File: config.mk
export PLATFORM = sky130hd
export DESIGN_NAME = cpu_run_ctrl
export DESIGN_NICKNAME = d
export VERILOG_FILES = /design/src/rtl/cpu_run_ctrl_pkg.sv /design/src/rtl/cpu_run_ctrl_pc_stall_detector.sv /design/src/rtl/cpu_run_ctrl.sv
export SDC_FILE = /design/constraint.sdc
export NUM_CORES = 1
export LEC_CHECK = 0
export ABC_CLOCK_PERIOD_IN_PS = 3300
export BUFFER_PORTS_ARGS = -buffer_cell sky130_fd_sc_hd__clkbuf_2
export CELL_PAD_IN_SITES_DETAIL_PLACEMENT = 0
export CELL_PAD_IN_SITES_GLOBAL_PLACEMENT = 2
export CORE_MARGIN = 2
export CORE_UTILIZATION = 32
export CTS_CLUSTER_DIAMETER = 60
export DETAILED_ROUTE_END_ITERATION = 16
export GPL_TIMING_DRIVEN = 1
export PLACE_DENSITY_LB_ADDON = 0.1
export SETUP_SLACK_MARGIN = 0.4
export SYNTH_ARGS = -nofsm -noshare
export SYNTH_HDL_FRONTEND = slang
export SYNTH_SLANG_ARGS = --single-unit
File: constraint.sdc
create_clock -name clk -period 3.3 [get_ports clk]
set_input_delay 0.495 -clock clk [delete_from_list [all_inputs] [get_ports clk]]
set_output_delay 0.495 -clock clk [all_outputs]
set_load 0.05 [all_outputs]
File: src/rtl/cpu_run_ctrl_pkg.sv
// rtl/cpu_run_ctrl_pkg.sv - shared state encodings, status codes and sizing helper for the run controller
package cpu_run_ctrl_pkg;

    typedef enum logic [1:0] {
        ST_IDLE = 2'b00,
        ST_RST  = 2'b01,
        ST_RUN  = 2'b10,
        ST_DONE = 2'b11
    } run_state_t;

    localparam logic [1:0] STAT_HALT    = 2'b00;
    localparam logic [1:0] STAT_STALL   = 2'b01;
    localparam logic [1:0] STAT_TIMEOUT = 2'b10;
    localparam logic [1:0] STAT_ABORT   = 2'b11;

    // Bits needed to count 0..n-1, never less than one.
    function automatic int cnt_width(input int n);
        return (n > 1) ? $clog2(n) : 1;
    endfunction

endpackage

File: src/rtl/cpu_run_ctrl_pc_stall_detector.sv
// rtl/cpu_run_ctrl_pc_stall_detector.sv - flags a CPU parked on one PC for STALL_LIMIT consecutive compares
module pc_stall_detector
    import cpu_run_ctrl_pkg::*;
#(
    parameter int PC_W        = 8,
    parameter int STALL_LIMIT = 4
) (
    input  logic            clk,
    input  logic            reset,
    input  logic            clear,
    input  logic            en,
    input  logic [PC_W-1:0] pc,
    output logic            stalled
);

    localparam int CNT_W = cnt_width(STALL_LIMIT);

    logic [PC_W-1:0]  pc_prev;
    logic             prev_valid;
    logic [CNT_W-1:0] cnt;
    logic             same;

    // No compare on the first enabled cycle: pc_prev still holds a pre-run value.
    assign same    = en && prev_valid && (pc == pc_prev);
    assign stalled = (STALL_LIMIT != 0) && same && (cnt == CNT_W'(STALL_LIMIT - 1));

    always_ff @(posedge clk) begin
        if (reset) begin
            pc_prev    <= '0;
            prev_valid <= 1'b0;
            cnt        <= '0;
        end else begin
            pc_prev <= pc;
            if (clear) begin
                prev_valid <= 1'b0;
                cnt        <= '0;
            end else if (en) begin
                prev_valid <= 1'b1;
                if (!same)
                    cnt <= '0;
                else if (cnt != {CNT_W{1'b1}})
                    cnt <= cnt + CNT_W'(1);
            end
        end
    end

endmodule

File: src/rtl/cpu_run_ctrl.sv
// rtl/cpu_run_ctrl.sv - sequences CPU reset/enable, counts RUN cycles and classifies how a program ended
module cpu_run_ctrl
    import cpu_run_ctrl_pkg::*;
#(
    parameter int PC_W         = 8,
    parameter int CYCLE_W      = 16,
    parameter int MAX_CYCLES   = 220,
    parameter int RESET_CYCLES = 1,
    parameter int STALL_LIMIT  = 4,
    parameter int PROG_W       = 2
) (
    input  logic               clk,
    input  logic               reset,
    input  logic               start,
    input  logic               abort,
    input  logic [PROG_W-1:0]  prog_sel,
    input  logic [PC_W-1:0]    cpu_pc,
    input  logic               cpu_halt,
    output logic               cpu_reset,
    output logic               cpu_en,
    output logic [PROG_W-1:0]  prog_id,
    output logic               busy,
    output logic               done,
    output logic [1:0]         status,
    output logic [CYCLE_W-1:0] cycle_count
);

    localparam int RC_W = cnt_width(RESET_CYCLES);

    run_state_t         state, state_next;
    logic [RC_W-1:0]    rst_cnt, rst_cnt_next;
    logic [CYCLE_W-1:0] count_next, count_inc;
    logic [1:0]         status_next, exit_status;
    logic [PROG_W-1:0]  prog_id_next;
    logic               cpu_reset_next, cpu_en_next, busy_next, done_next;
    logic               stall_clear, stalled, run_exit;

    pc_stall_detector #(
        .PC_W        (PC_W),
        .STALL_LIMIT (STALL_LIMIT)
    ) u_stall (
        .clk     (clk),
        .reset   (reset),
        .clear   (stall_clear),
        .en      (state == ST_RUN),
        .pc      (cpu_pc),
        .stalled (stalled)
    );

    assign count_inc = cycle_count + CYCLE_W'(1);

    // Exit priority within one RUN cycle: abort, halt, stall, budget.
    always_comb begin
        run_exit    = 1'b1;
        exit_status = STAT_HALT;
        if (abort)
            exit_status = STAT_ABORT;
        else if (cpu_halt)
            exit_status = STAT_HALT;
        else if (stalled)
            exit_status = STAT_STALL;
        else if (count_inc == CYCLE_W'(MAX_CYCLES))
            exit_status = STAT_TIMEOUT;
        else
            run_exit = 1'b0;
    end

    always_comb begin
        state_next     = state;
        rst_cnt_next   = rst_cnt;
        count_next     = cycle_count;
        status_next    = status;
        prog_id_next   = prog_id;
        cpu_reset_next = cpu_reset;
        cpu_en_next    = 1'b0;
        busy_next      = 1'b0;
        done_next      = 1'b0;
        stall_clear    = 1'b0;
        case (state)
            ST_IDLE: begin
                if (start) begin
                    state_next     = ST_RST;
                    rst_cnt_next   = '0;
                    count_next     = '0;
                    status_next    = STAT_HALT;
                    prog_id_next   = prog_sel;
                    cpu_reset_next = 1'b1;
                    cpu_en_next    = 1'b1;
                    busy_next      = 1'b1;
                    stall_clear    = 1'b1;
                end
            end
            ST_RST: begin
                cpu_reset_next = 1'b1;
                cpu_en_next    = 1'b1;
                busy_next      = 1'b1;
                if (abort) begin
                    state_next     = ST_DONE;
                    status_next    = STAT_ABORT;
                    cpu_reset_next = 1'b0;
                    cpu_en_next    = 1'b0;
                    busy_next      = 1'b0;
                    done_next      = 1'b1;
                end else if (rst_cnt == RC_W'(RESET_CYCLES - 1)) begin
                    state_next     = ST_RUN;
                    cpu_reset_next = 1'b0;
                end else begin
                    rst_cnt_next = rst_cnt + RC_W'(1);
                end
            end
            ST_RUN: begin
                count_next     = count_inc;
                cpu_reset_next = 1'b0;
                cpu_en_next    = 1'b1;
                busy_next      = 1'b1;
                if (run_exit) begin
                    state_next  = ST_DONE;
                    status_next = exit_status;
                    cpu_en_next = 1'b0;
                    busy_next   = 1'b0;
                    done_next   = 1'b1;
                end
            end
            ST_DONE: begin
                state_next     = ST_IDLE;
                cpu_reset_next = 1'b0;
            end
            default: begin
                state_next = ST_IDLE;
            end
        endcase
    end

    always_ff @(posedge clk) begin
        if (reset) begin
            state       <= ST_IDLE;
            rst_cnt     <= '0;
            cycle_count <= '0;
            status      <= STAT_HALT;
            prog_id     <= '0;
            cpu_reset   <= 1'b1;
            cpu_en      <= 1'b0;
            busy        <= 1'b0;
            done        <= 1'b0;
        end else begin
            state       <= state_next;
            rst_cnt     <= rst_cnt_next;
            cycle_count <= count_next;
            status      <= status_next;
            prog_id     <= prog_id_next;
            cpu_reset   <= cpu_reset_next;
            cpu_en      <= cpu_en_next;
            busy        <= busy_next;
            done        <= done_next;
        end
    end

endmodule
# Yosys cells after proc, flatten, opt, wreduce, memory -nomap -nowiden
# Cells that the tools add are included.
word_totals:
  ff_bits: 37
  out_inout_bits: 24
  input_bits: 15
classes:
  eq_ne: 13
  add_sub_neg: 3
  n_reduce_logical: 15
  mux: 37
ops:
  columns: ["op", "count"]
  rows:
  - ["$pmux W16 S2", 1]
  - ["$mux W2", 13]
  - ["$add A16 B1 Y16 const B", 1]
  - ["$eq A16 B8 Y1 const B", 1]
  - ["$mux W1", 16]
  - ["$mux W16", 1]
  - ["$ne A2 B2 Y1 const B", 6]
  - ["$eq A8 B8 Y1", 1]
  - ["$pmux W2 S4", 1]
  - ["$eq A2 B2 Y1 const B", 3]
  - ["$pmux W1 S3", 2]
  - ["$pmux W2 S3", 1]
  - ["$reduce_and A2 Y1", 3]
  - ["$reduce_and A3 Y1", 2]
  - ["$pmux W1 S2", 2]
  - ["$reduce_and A4 Y1", 1]
  - ["$reduce_bool A2 Y1", 2]
  - ["$reduce_or A2 Y1", 2]
  - ["$logic_and A1 B1 Y1", 3]
  - ["$ne A3 B3 Y1 const B", 1]
  - ["$reduce_bool A3 Y1", 1]
  - ["$add A2 B1 Y2 const B", 1]
  - ["$eq A2 B1 Y1 const B", 1]
  - ["$logic_not A2 Y1", 1]
  - ["$add A1 B1 Y1 const B", 1]

# Logic depth before layout (Yosys ltp)
# Gate-level depths: netlist of the first run.
logic_depth:
  ltp_word: 9
  depth_mapped: 10
  mapped_depth_nobuf: 8

# Cells and area by module
# From an unflattened synthesis of the first run, not the netlist that was laid out.
unflattened:
  hier_cells: 245
  hier_area_um2: 2082.0
by_module_without_submodules:
  columns: ["module", "seq_area_each_um2", "instances", "cells_each", "area_per_inst_um2"]
  rows:
  - ["cpu_run_ctrl", 500.5, 1, 200, 1605.3]
  - ["pc_stall_detector", 220.2, 1, 45, 476.7]

# Worst setup path after synthesis of the first run
# No wires, ideal clock.
synth_timing:
  path_kind: "register to register"
  startpoint: "register cycle_count[0]"
  endpoint: "register status[0]"
  n_path_buf: 1
  t_arrival_ns: 2.574
  path_slack_ns: 0.603
  period_less_slack_ns: 2.697
  setup_time_ns: 0.123
  t_required_ns: 3.177
  stages_incl_launch_ff: 10
  path_cell_list: "dfxtp_1 -> ha_1 -> and3_1 -> buf_4 -> a31oi_1 -> a2111oi_2 -> nand3_2 -> o211ai_4 -> and3_1 -> mux2_1"
synth_between:
  elab_chain_cells: 8
synth_rtl:
  columns: ["item", "line_no", "rtl"]
  rows:
  - ["from (decl)", "cpu_run_ctrl.sv:25", "output logic [CYCLE_W-1:0] cycle_count"]
  - ["from (signal assigned)", "cpu_run_ctrl.sv:148", "cycle_count <= count_next;"]
  - ["$add A16 B1 Y16", "cpu_run_ctrl.sv:50", "assign count_inc = cycle_count + CYCLE_W'(1);"]
  - ["$eq A16 B8 Y1", "cpu_run_ctrl.sv:62", "else if (count_inc == CYCLE_W'(MAX_CYCLES))"]
  - ["$mux W1", "cpu_run_ctrl.sv:62", null]
  - ["$mux W1", "cpu_run_ctrl.sv:60", "else if (stalled)"]
  - ["$mux W1", "cpu_run_ctrl.sv:58", "else if (cpu_halt)"]
  - ["$mux W1", "cpu_run_ctrl.sv:56", "if (abort)"]
  - ["$ne A2 B2 Y1 (no source line)", null, null]
  - ["$reduce_and A4 Y1 (no source line)", null, null]
  - ["to (signal assigned)", "cpu_run_ctrl.sv:149", "status <= status_next;"]
  - ["to (decl)", "cpu_run_ctrl.sv:24", "output logic [1:0] status,"]
# No other way between the ends.
# A chain may end at the register's enable or synchronous reset.

# Worst setup path in the final report of the first run
# Same ends and word-level chain as after synthesis.

==> results of run 1 <==
area by class of cell:
| type | instances | area, um2 |
|---|---|---|
| inverter | 6 | 22.52 |
| clock inverter | 3 | 42.54 |
| tap | 77 | 96.34 |
| timing repair buffer | 39 | 197.7 |
| clock buffer | 5 | 68.82 |
| sequential | 36 | 720.7 |
| multi-input combinational | 186 | 1217 |
| fill | 676 | 3911 |
state kept, by name, indices dropped and copies added (netlist names):
signal / count
busy: 1
cpu_reset: 1
cycle_count: 16
done: 1
prog_id: 2
state: 2
status: 2
u_stall.cnt: 2
u_stall.pc_prev: 8
u_stall.prev_valid: 1
power by group:
group	internal, uW	switching, uW	total, uW
Combinational	162	371	532
Sequential	477	31.1	509
Clock	224	172	396
Total	863	574	1440
placed cells by master (no fill, tap or decap), drive strengths merged, types with 3 or more instances in the layout:
| cell type | netlist | routed |
|---|---|---|
| inv | 6 | 6 |
| a31oi | 4 | 4 |
| o21ai | 12 | 12 |
| nor4 | 5 | 5 |
| nor2 | 25 | 25 |
| ha | 7 | 7 |
| and3 | 7 | 7 |
| nand3 | 16 | 16 |
| dfxtp | 36 | 36 |
| a22oi | 3 | 3 |
| nand4 | 5 | 5 |
| nor3 | 7 | 7 |
| nand2 | 18 | 18 |
| xnor2 | 12 | 12 |
| a311oi | 6 | 6 |
| clkbuf | 7 | 43 |
| a21oi | 15 | 15 |
| nand2b | 6 | 6 |
| mux2i | 3 | 3 |
| nor2b | 11 | 11 |
per-layer routing:
metal / routed length, um / up-vias / GRT usage
li1: - / 932 / -
met1: 2418 / 839 / 0.1907
met2: 2337 / 30 / 0.2388
met3: 135 / 2 / 0.03165
met4: 29 / 0 / 0.03959
met5: 0 / - / 0
how the worst max path moves through the flow:
stage                 to  depth (start not counted)
3_3_place_gp   status[0]                          8
5_1_grt        status[0]                          8
3_5_place_dp   status[0]                          8
4_1_cts        status[0]                          8
6_report       status[0]                          8
2_1_floorplan  status[0]                          9
stage by stage:
| step | setup WS [ns] | cells |
|---|---|---|
| after floorplan | 0.6027 | 244 |
| after global placement | 0.7682 | 344 |
| after detailed placement | 0.7163 | 344 |
| after CTS | 0.7046 | 352 |
| after global routing | 0.4450 | 352 |
| final | 0.6887 | 352 |
worst reg2reg max path, delay by kind of cell (launching register included):
kind,cells,cell delay (ns)
AO/OA/AOI/OAI,3,0.71
AND/OR/NAND/NOR,3,0.70
flip-flops,1,0.49
multiplexers,1,0.31
adder cells (fa/ha/maj),1,0.29
cell families after synthesis:
family	Yosys count	synth area share
fa+ha+maj	7	0.04273
xor+xnor	14	0.05983
compound gates	54	0.1862
buf+inv	22	0.05433
flops	36	0.3516
mux	4	0.02015
simple gates	107	0.2851
==> key figures, run 1 <==
Status
  – Status: complete, no violations

Routing
  – Via/cell ratio: 5.122
  – Total Wirelength: 4.920 mm
  – Vias: 1803
  – Antenna-violating nets left: 0
  – Initial drt markers: 47
  – WL/cell: 13.98 um
  – Pre-antenna DRT Iters: 4
  – # DRC: 0

Global routing
  – GRT Overall Usage: 0.1450
  – Number of global-route vias before repair: 1737
  – Largest net degree at the start of global routing: 35
  – First-pass GRT wire length: 8.349 mm
  – Initial antenna violation count: 0
  – Grt ovf: 0

Worst setup path
  – CP required: 3.47 ns
  – CP cell instances: ha_1, and3_1, a31oi_1, a2111oi_2, nand3_2, o211ai_4, and3_1, mux2_1
  – Worst setup EP type: flip-flop
  – Crit path buffers/inverters: 0
  – CP Class: reg2reg
  – Startpoint types: flip-flop
  – Cell mode on critical path: and3_1
  – FF-to-FF path depth: 8
  – Worst R2R Setup Slack: 0.69 ns
  – Crit path DAT: 2.79 ns
  – Reg2reg end: status[0]
  – CP top delay family: compound AO/OA/AOI/OAI gates
  – Crit path launch: cycle_count[0]
  – Origin of the critical flop-to-flop path: cycle_count[0]
  – Crit-path max cell delay: 0.49 ns
  – CP Max Fanout: 9
  – Worst path slowest cell: dfxtp_1

STA
  – Final worst path period share: 0.7913
  – Fmax: 382.9 MHz
  – Setup Viol. Count Final: 0
  – Max Slew Vio Count: 0
  – Final Hold Viols: 0
  – Tmin final: 2.611 ns
  – Worst hold slack: 0.4427 ns
  – Final setup skew: 0.005403 ns
  – Fin Setup TNS: 0 ns
  – Worst-Margin Slew: 0.7096 ns
  – Slew headroom: 0.5270
  – RSZ-0062 raised after global routing: no

Place
  – Port Buffer Count: 38
  – Detail Placement HPWL: 3.447 mm
  – Final Wtd Congestion: 0.7531
  – Cell Area, Placed: 2255 um2

Clocking
  – CTS tree: yes
  – Post-CTS setup buffers: 0
  – Root buffer cell: clkbuf_8
  – Worst-path clk slew: 0.08 ns
  – Clock Latency Late Sink: 0.29 ns
  – CTS max path bufs: 2
  – Clock H-tree levels: 2
  – Post-CTS resize count: 0
  – CTS Sinks: 36
  – Cts bufs inserted: 5
  – Hold buffer count at cts: 0

Logic synthesis
  – Most frequent cells after synthesis: 36 x dfxtp_1, 25 x nor2_1, 17 x nand2_1
  – Seq/Total Area, Yosys: 0.3516
  – Synth area leaders: dfxtp_1 35%, xnor2_1 5.1%, nor2_1 4.6%
  – Yosys warns: 0
  – Synth async-reset ratio: 0
  – Syn Nets: 266
  – Count leader, synth: dfxtp_1
  – Cell area after synthesis: 2049 um2
  – Seq cells post-synth: 36
  – Synth top area share: 0.3516
  – Cell variety after synth: 49
  – Most used DFF post-synth: dfxtp_1
  – Synth Area per Inst: 8.399 um2
  – Synth Instances: 244
  – Post-synth EDFFs: 0
  – Dominant cell type by area after synthesis: dfxtp_1

Floorplan
  – Initial Util: 0.3265
  – CORE AREA: 6277 um2
  – Die height: 84.03 um
  – Boundary Pins: 39
  – Die area: 7061 um2
  – Cell Rows: 29
  – Die width: 84.03 um

Hold path
  – Min-Delay Path Class: in2reg
  – Hold Crit Start: prog_sel[0]
  – Hold EP: prog_id[0]
  – Min-Delay Path Depth: 3

Final layout
  – Synth-to-Final Area Change: 15.45%
  – Proportion of layout cells with a drive suffix above 1: 0.2109
  – Ant diodes: 0
  – Final core occ: 0.3769
  – Final Cell Area: 2366 um2
  – Nets: 296

Power
  – Pwr/cell area: 607.1 nW/um2
  – Final Total Pwr: 1436 uW
  – Leakage: 0.0008991 uW
  – Maximum VDD drop: 0.2775 mV

Flow run
  – Max_cap viols: 0
Power figures use the tool's default switching activity.
==> inputs of run 2 (changes only) <==
- ABC_CLOCK_PERIOD_IN_PS: 3300 -> 2400
- CORE_UTILIZATION: 32 -> 29
- clock period: 3.3 -> 2.4 ns (I/O delays scaled with it)
==> run 2 against run 1 <==
Net effect:
- routed wire length rose by 7.2%
- final area rose by 12%
- sequential power rose by 36%
- worst hold slack got worse by 0.16 ns
- die area rose by 9.8%
- global-route usage fell by 0.19 points
- clock-buffer cell count did not move
- via count rose by 4.4%
- non-clock buffer count rose by 16
- register-to-register slack got worse by 0.46 ns
- critical path depth did not move
- critical path type unchanged
- largest power group unchanged
==> key figures, run 2 (synthesized netlist as in run 1, its figures left out) <==
Global routing
  – GRT Overall Usage: 0.1431 (-0.001921)
  – Met2 usage: 0.2101 (-0.02876)
  – Initial antenna violation count: 0 (unchanged)
  – First-pass GRT wire length: 8.528 mm (+2.1%)
  – GR Util met1: 0.2118 (+0.02108)
  – Number of global-route vias before repair: 1657 (-4.6%)
  – Most Crowded Layer GR: met1
  – Grt ovf: 0 (unchanged)
  – Met3 GRT Util: 0.02545 (-0.006204)
  – Largest net degree at the start of global routing: 21 (-40%)

Floorplan
  – Boundary Pins: 39 (unchanged)
  – Die width: 88.07 um (+4.8%)
  – Cell Rows: 30 (+3.4%)
  – Die area: 7755 um2 (+9.8%)
  – Die height: 88.07 um (+4.8%)
  – CORE AREA: 6832 um2 (+8.8%)
  – Initial Util: 0.3000 (-0.02649)

STA
  – Worst-Margin Slew: 0.4317 ns (-0.2779 ns)
  – Fmax: 460.0 MHz (+20%)
  – Final Hold Viols: 0 (unchanged)
  – Final worst path period share: 0.9058 (+0.1145)
  – Slew headroom: 0.7100 (+0.1831)
  – RSZ-0062 raised after global routing: yes
  – Fin Setup TNS: 0 ns (unchanged)
  – Setup Viol. Count Final: 0 (unchanged)
  – Final setup skew: 0.005483 ns (+0.00007977 ns)
  – Tmin final: 2.174 ns (-0.4374 ns)
  – Max Slew Vio Count: 0 (unchanged)

Final layout
  – Fillers: 742 (+9.8%)
  – Ant diodes: 0 (unchanged)
  – Most frequent cells in the layout: 38 x clkbuf_2, 25 x nor2_1, 21 x dfxtp_1
  – Cell Count, Final, Fillers Out: 387 (+9.9%)
  – Commonest non-fill, non-tap cell in the layout: clkbuf_2
  – Synth-to-Final Area Change: 29.18%
  – Proportion of layout cells with a drive suffix above 1: 0.3505 (+0.1396)
  – Max FFs per register: 16 (unchanged)
  – Biggest regs: cycle_count (16), u_stall.pc_prev (8)
  – Nets: 312 (+5.4%)
  – Final core occ: 0.3875 (+0.01063)
  – Biggest register: cycle_count

Worst setup path
  – CP top delay family: compound AO/OA/AOI/OAI gates
  – Worst setup EP type: flip-flop
  – Crit-path max cell delay: 0.38 ns (-0.11 ns)
  – CP Max Fanout: 5 (-4)
  – CP Class: reg2reg
  – Startpoint types: flip-flop
  – Crit path DAT: 2.37 ns (-0.42 ns)
  – Crit path buffers/inverters: 0 (unchanged)
  – CP required: 2.59 ns (-0.88 ns)
  – CP cell instances: ha_4, and3_4, a31oi_4, a2111oi_4, nand3_2, o211ai_4, and3_4, mux2_4
  – Worst path slowest cell: dfxtp_4
  – Cell mode on critical path: and3_4

Clocking
  – CTS Sinks: 36 (unchanged)
  – Cts bufs inserted: 5 (unchanged)
  – CTS tree: yes
  – CTS max path bufs: 2 (unchanged)
  – Clock H-tree levels: 2 (unchanged)
  – Worst-path clk slew: 0.08 ns (about the same)
  – Root buffer cell: clkbuf_8
  – Clock Latency Late Sink: 0.30 ns (about the same)

Routing
  – Vias: 1883 (+4.4%)
  – Total Wirelength: 5.274 mm (+7.2%)
  – WL/cell: 13.63 um (-2.5%)
  – Via/cell ratio: 4.866 (-5.0%)
  – # DRC: 0 (unchanged)
  – Initial drt markers: 66 (+40%)
  – Pre-antenna DRT Iters: 4 (unchanged)
  – Antenna-violating nets left: 0 (unchanged)

Place
  – Final Wtd Congestion: 0.8252 (+9.6%)
  – Detail Placement HPWL: 3.719 mm (+7.9%)
  – Port Buffer Count: 38 (unchanged)
  – Placed Instances: 369 (+7.3%)

Hold path
  – Min-Delay Path Class: in2reg

Power
  – Maximum VDD drop: 0.2791 mV (+0.57%)
  – Leakage: 0.001010 uW (+12%)
  – Pwr/cell area: 765.7 nW/um2 (+26%)

Status
  – Status: complete, no violations

Flow run
  – Max_cap viols: 0 (unchanged)
-- run 2: cell types whose count changed in the layout (fill, tap and decap cells not counted), moves of 2 or more --
cell,change
buf_6,+2
and3_1,-3
dfxtp_1,-15
and3_4,+2
buf_4,+14
dfxtp_2,+6
dfxtp_4,+9
ha_1,-2
-- run 2: layout make-up --
| class | count | area, um2 | share of cell area |
|---|---|---|---|
| repair buffers | 55 | 325.3 | 0.1229 |
| well taps | 96 | 120.1 | 0.04537 |
| clock inverters | 3 | 22.52 | 0.008507 |
| multi-input cells | 186 | 1326 | 0.5009 |
| inverters | 6 | 22.52 | 0.008507 |
| clock buffers | 5 | 68.82 | 0.02599 |
| flip-flops and latches | 36 | 762.0 | 0.2878 |
-- run 2: power by group --
group	switching, uW	leakage, uW	internal [uW]
combinational	560	0.000661	306
sequential	42.4	0.000304	651
clock	261	0.0000447	207
total	863	0.00101	1160
-- run 2: worst min-delay path: cells and delay by family --
kind	cells	cell delay, ns
compound gates	1	0.05
buf+inv	1	0.08
simple gates	1	0.05
-- run 2: path summary, 6_finish.rpt --
path              cells after the start    endpoint  slack, ns           start
hold reg to reg                       2  prog_id[1]       0.46      prog_id[1]
setup / recovery                      8   status[0]       0.23  cycle_count[0]
setup reg to reg                      8   status[0]       0.23  cycle_count[0]
hold / removal                        3  prog_id[0]       0.29     prog_sel[0]
-- run 2: per-layer routing --
metal / share of wire / wire (um)
met1: 0.51 / 2680
met2: 0.45 / 2373
met3: 0.029 / 154
met4: 0.013 / 66
met5: 0 / 0
-- run 2: stage by stage --
stage	hold WS, ns	instance area (um2)	total power [uW]	setup slack (ns)
detailed placement	0.4443	2397	1488	0.1359
CTS	0.2772	2564	1995	0.2715
global route	0.2818	2648	2174	0.1276
finish	0.2852	2648	2027	0.2261
floorplan	0.4399	2132	1260	0.1685
global placement	0.4382	2397	1503	0.1917
-- run 2: what timing repair did --
action,4_1_cts,5_1_grt
cloned,0,0
pin swaps,5,8
resized for setup,9,10
setup buffers,6,4
endpoints found under the setup margin,8,22
hold buffers,0,0
